==> src/rtl/cpu6_alu_arb.sv <==
// rtl/cpu6_alu_arb.sv - two-requester arbiter in front of a shared combinational ALU with a one-entry result buffer
// Optional feature: define CPU6_ALU_ARB_RR_EN for round-robin arbitration (default: req0 fixed priority).

`ifndef CPU6_XLEN
`define CPU6_XLEN 32
`endif

`ifndef CPU6_ALU_CONTROL_SIZE
`define CPU6_ALU_CONTROL_SIZE 3
`endif

module cpu6_alu_arb (
  input  logic                              clk,
  input  logic                              resetn,
  input  logic                              req0_valid,
  output logic                              req0_ready,
  input  logic [`CPU6_XLEN-1:0]             req0_a,
  input  logic [`CPU6_XLEN-1:0]             req0_b,
  input  logic [`CPU6_ALU_CONTROL_SIZE-1:0] req0_control,
  input  logic                              req1_valid,
  output logic                              req1_ready,
  input  logic [`CPU6_XLEN-1:0]             req1_a,
  input  logic [`CPU6_XLEN-1:0]             req1_b,
  input  logic [`CPU6_ALU_CONTROL_SIZE-1:0] req1_control,
  output logic [`CPU6_XLEN-1:0]             alu_a,
  output logic [`CPU6_XLEN-1:0]             alu_b,
  output logic [`CPU6_ALU_CONTROL_SIZE-1:0] alu_control,
  input  logic [`CPU6_XLEN-1:0]             alu_y,
  input  logic                              alu_zero,
  output logic                              rsp_valid,
  input  logic                              rsp_ready,
  output logic                              rsp_id,
  output logic [`CPU6_XLEN-1:0]             rsp_y,
  output logic                              rsp_zero
);

  localparam int XLEN = `CPU6_XLEN;
  localparam int CW   = `CPU6_ALU_CONTROL_SIZE;

  typedef enum logic {
    ST_EMPTY = 1'b0,
    ST_FULL  = 1'b1
  } state_t;

  state_t            state_q, state_d;
  logic [XLEN-1:0]   rsp_y_q, rsp_y_d;
  logic              rsp_zero_q, rsp_zero_d;
  logic              rsp_id_q, rsp_id_d;

  logic              slot_free;
  logic              grant0;
  logic              grant1;
  logic              grant_any;
  logic              grant_idx;
  logic              drain;

`ifdef CPU6_ALU_ARB_RR_EN
  logic              last_grant_q, last_grant_d;
`endif

  // The buffer can take a new result when it is empty or being emptied this cycle
  always_comb begin
    slot_free = (state_q == ST_EMPTY) | rsp_ready;
    drain     = (state_q == ST_FULL) & rsp_ready;
  end

  // Pick at most one requester; grants are suppressed while reset is held so
  // nothing is handed out before the buffer state is trustworthy
  always_comb begin
    grant0 = 1'b0;
    grant1 = 1'b0;
    if (resetn && slot_free) begin
`ifdef CPU6_ALU_ARB_RR_EN
      if (req0_valid && req1_valid) begin
        // Contention: alternate away from whoever won last
        grant0 = last_grant_q;
        grant1 = ~last_grant_q;
      end else begin
        grant0 = req0_valid;
        grant1 = req1_valid;
      end
`else
      grant0 = req0_valid;
      grant1 = req1_valid & ~req0_valid;
`endif
    end
    grant_any  = grant0 | grant1;
    grant_idx  = grant1;
    req0_ready = grant0;
    req1_ready = grant1;
  end

  // Steer the winner's operands to the shared ALU; idle cycles present zeros
  always_comb begin
    alu_a       = '0;
    alu_b       = '0;
    alu_control = '0;
    if (grant0) begin
      alu_a       = req0_a;
      alu_b       = req0_b;
      alu_control = req0_control;
    end else if (grant1) begin
      alu_a       = req1_a;
      alu_b       = req1_b;
      alu_control = req1_control;
    end
  end

  // Buffer next state: a grant always (re)loads, a drain without grant empties,
  // otherwise the held response stays put
  always_comb begin
    state_d    = state_q;
    rsp_y_d    = rsp_y_q;
    rsp_zero_d = rsp_zero_q;
    rsp_id_d   = rsp_id_q;
    if (grant_any) begin
      state_d    = ST_FULL;
      rsp_y_d    = alu_y;
      rsp_zero_d = alu_zero;
      rsp_id_d   = grant_idx;
    end else if (drain) begin
      state_d    = ST_EMPTY;
    end
  end

`ifdef CPU6_ALU_ARB_RR_EN
  // Remember the most recent winner for the alternation rule
  always_comb begin
    last_grant_d = last_grant_q;
    if (grant_any) begin
      last_grant_d = grant_idx;
    end
  end
`endif

  // Single register stage; reset leaves last_grant at 1 so req0 wins the first contention
  always_ff @(posedge clk or negedge resetn) begin
    if (!resetn) begin
      state_q      <= ST_EMPTY;
      rsp_y_q      <= '0;
      rsp_zero_q   <= 1'b0;
      rsp_id_q     <= 1'b0;
`ifdef CPU6_ALU_ARB_RR_EN
      last_grant_q <= 1'b1;
`endif
    end else begin
      state_q      <= state_d;
      rsp_y_q      <= rsp_y_d;
      rsp_zero_q   <= rsp_zero_d;
      rsp_id_q     <= rsp_id_d;
`ifdef CPU6_ALU_ARB_RR_EN
      last_grant_q <= last_grant_d;
`endif
    end
  end

  // Response outputs come straight from flops
  always_comb begin
    rsp_valid = (state_q == ST_FULL);
    rsp_y     = rsp_y_q;
    rsp_zero  = rsp_zero_q;
    rsp_id    = rsp_id_q;
  end

endmodule

==> config.mk <==
export PLATFORM = sky130hd
export DESIGN_NAME = cpu6_alu_arb
export DESIGN_NICKNAME = d
export VERILOG_FILES = /design/src/rtl/cpu6_alu_arb.sv
export SDC_FILE = /design/constraint.sdc
export NUM_CORES = 1
export LEC_CHECK = 0
export BUFFER_PORTS_ARGS = -buffer_cell sky130_fd_sc_hd__buf_2
export CORE_AREA = 2 2 107 109
export CTS_CLUSTER_DIAMETER = 50
export DETAILED_ROUTE_END_ITERATION = 10
export DIE_AREA = 0 0 109 111
export PLACE_DENSITY_LB_ADDON = 0.1
export SLEW_MARGIN = 10
export SYNTH_ARGS = -nofsm -noshare
export SYNTH_HDL_FRONTEND = slang
export SYNTH_SLANG_ARGS = --single-unit
==> constraint.sdc <==
create_clock -name clk -period 3.4 [get_ports clk]
set_input_delay 0.51 -clock clk [delete_from_list [all_inputs] [get_ports clk]]
set_output_delay 0.51 -clock clk [all_outputs]
set_load 0.03 [all_outputs]
==> run_results.csv <==
group,metric,value,unit
outcome,status,"finished clean",
global_route,grt_overflow_total,0,
worst_setup_path,cp_cell_sequence,"nand2b_4 -> and4b_2 -> buf_4 -> a22o_1 -> buf_2",
power_and_ir_drop,seq_power_share,31.3,%
finish,final.fill_count,1171,
global_route,grt_max_degree,70,
detailed_routing,drtAntennaViolNets,0,
power_and_ir_drop,swShare,36.8,%
synth,syn_nets,333,
clock_tree,numClockSinks,35,
clock_tree,htree_levels,2,
synth,synthCells,161,
clock_tree,cts_hold_buffers,0,
detailed_routing,vias_per_cell,4.36,
worst_setup_path,slowest_delay,0.54,ns
detailed_routing,routed_wl,9.16,mm
worst_setup_path,cp_max_fo,69,
timing,min_period_over_period,75.5,%
worst_setup_path,critPathTopFamily,"buffers and inverters",
place,port_buffers,275,
synth,synth_area_leaders,"dfrtp_1 (43%), a22o_1 (29%), mux2_2 (18%)",
synth,synth.largest_area_cell,"dfrtp_1",
clock_tree,cts_resized,0,
global_route,grt_pass1_wl,12.8,mm
timing,max_freq,389,MHz
global_route,antenna_found_initial,1,
place,gp_congestion,0.809,
synth,synth_compound_area_share,30.0,%
floorplanning,fp.dieW,109,um
worst_setup_path,critPathLaunchType,"flop",
synth,netlist_area,2020,sq um
detailed_routing,wl_per_cell,16.0,um
clock_tree,cts_tree,"done",
timing,tightest_slew,0.676,ns
timing,fin_setup_tns,0,ns
synth,synth_fa_ha_area_share,0,%
finish,final_cell_mix,"buf_2 (275), a22o_1 (67), dfrtp_1 (35), mux2_2 (33)",
min_path,hold_path.class,"input port to asynchronous set/reset pin",
power_and_ir_drop,pwr_density_cell,460,nW/um^2
finish,drive_gt1_share,75.6,%
worst_setup_path,critPathRequiredTime,2.89,ns
run,maxCapViolations,0,
floorplanning,num_rows,39,
worst_setup_path,endpoint_kind,"primary output",
finish,nNetsFinal,601,
synth,synth.ff_latch_count,35,
clock_tree,clkLatencyLatePin,0.27,ns
floorplanning,coreArea,11100,sq um
clock_tree,root_buffer,"clkbuf_16",
worst_setup_path,worst_r2r_path_depth,4,
clock_tree,cts_buffers,5,
worst_setup_path,path_class,"flop to primary output",
timing,period_minus_slack,2.57,ns
timing,rsz0062_at_grt,"false",
synth,synth_mux_area_share,18.4,%
power_and_ir_drop,internal_power,1.06,mW
finish,antenna_cells,0,
detailed_routing,vias,2497,
worst_setup_path,crit_arrival,2.06,ns
clock_tree,path_clk_slew,0.05,ns
power_and_ir_drop,ir_drop,0.371,mV
floorplanning,initial_core_util,18.3,%
power_and_ir_drop,pwr-share-clk,28.5,%
worst_setup_path,cp.depth,5,
detailed_routing,dr.pass1.iters,4,
synth,yosysWarnings,0,
power_and_ir_drop,p_leak,2.08,nW
timing,hold_violations,0,
timing,setup_viol,0,
finish,final_area,3660,sq um
finish,layout_commonest_cell,"buf_2",
worst_setup_path,path_buf_inv,2,
synth,postSynthAreaPerCell,12.6,sq um
power_and_ir_drop,comb_power_share,40.2,%
global_route,track_usage,13.8,%
synth,synth_top_family_by_area,"compound AO/OA/AOI/OAI gates",
clock_tree,post_cts_buffers,0,
power_and_ir_drop,switchingPower,0.619,mW
floorplanning,die_h,111,um
detailed_routing,drc,0,
synth,yosys.area_share.simple,1.67,%
synth,ys_seq_area_share,43.3,%
timing,slew_viol_final,0,
worst_setup_path,slowest_stage,"buf_4",
timing,max_slew_margin,54.9,%
timing,clock_skew,0.00410,ns
global_route,grt_pass1_vias,2316,
place,place_area,3500,sq um
floorplanning,die_area,12100,sq um
clock_tree,clock_path_buffers,2,
synth,synthXorXnorAreaFrac,0,%
synth,yosys.cell_types.count,13,
floorplanning,ios,276,
finish,area_delta_synth_final,80.7,%
detailed_routing,drt-initial-drc-count,151,
synth,netlist.area_leader.share,43.3,%
[synthesized netlist by cell type]
cell type,instances
a22o_1,67
dfrtp_1,35
mux2_2,33
buf_2,12
buf_6,5
buf_4,2
and3_1,1
and4b_1,1
inv_1,1
nand2_1,1
nand2b_4,1
o211ai_2,1
o21bai_1,1
[cell families after synthesis]
family / Yosys count
AOI/OAI and AO/OA: 69
buffers and inverters: 20
DFF: 35
muxes: 33
and+or+nand+nor: 4
[power groups by stage]
stage / registers (mW) / logic [mW] / clock network, mW
3_3_place_gp: 0.531 / 0.685 / 0
5_1_grt: 0.537 / 0.717 / 0.519
4_1_cts: 0.528 / 0.684 / 0.499
6_report: 0.526 / 0.676 / 0.479
2_1_floorplan: 0.688 / 0.271 / 0
3_5_place_dp: 0.534 / 0.683 / 0
[area by class of cell]
cell class              instances  area (sq um)  area share, %
clock buffers                   7           153           4.18
repair buffers                280          1410           38.7
well taps                     143           179           4.89
inverters                       1          3.75          0.103
multi-input cells             106          1020           28.0
flip-flops and latches         35           876           24.0
clock inverters                 1          7.51          0.205
[through the flow]
step / hold slack (ns) / utilization (%) / cells / total power, mW / setup slack (ns)
3_3_place_gp: 0.347 / 31.6 / 565 / 1.22 / 0.908
5_1_grt: 0.0545 / 33.0 / 573 / 1.77 / 0.718
4_1_cts: 0.0585 / 33.0 / 573 / 1.71 / 0.818
3_5_place_dp: 0.350 / 31.6 / 565 / 1.22 / 0.894
2_1_floorplan: 0.214 / - / 161 / 0.959 / 1.34
6_report: 0.0590 / 33.0 / 573 / 1.68 / 0.831
[per-layer routing]
layer,vias to the layer above,GRT usage (%),wire (um)
met2,140,25.3,4720
met1,1169,15.4,3330
li1,1174,-,-
met5,-,0,11
met3,12,4.47,994
met4,2,2.56,105
[registers in the layout (all words and copies together) (netlist names)]
signal     count
rsp_valid      1
rsp_zero       1
rsp_id         1
rsp_y         32
[path summary, 6_finish.rpt]
check                           from        end  slack (ns)
max                        rsp_valid   alu_a[8]        0.83
min                           resetn  rsp_valid        0.06
max reg2reg                rsp_valid     rsp_id        1.85
min reg2reg                 rsp_y[2]   rsp_y[2]        0.50
max in group asynchronous     resetn  rsp_y[25]        2.69
min in group clk           alu_y[30]  rsp_y[30]        0.46
No activity file was read; power rests on OpenSTA's default activity.
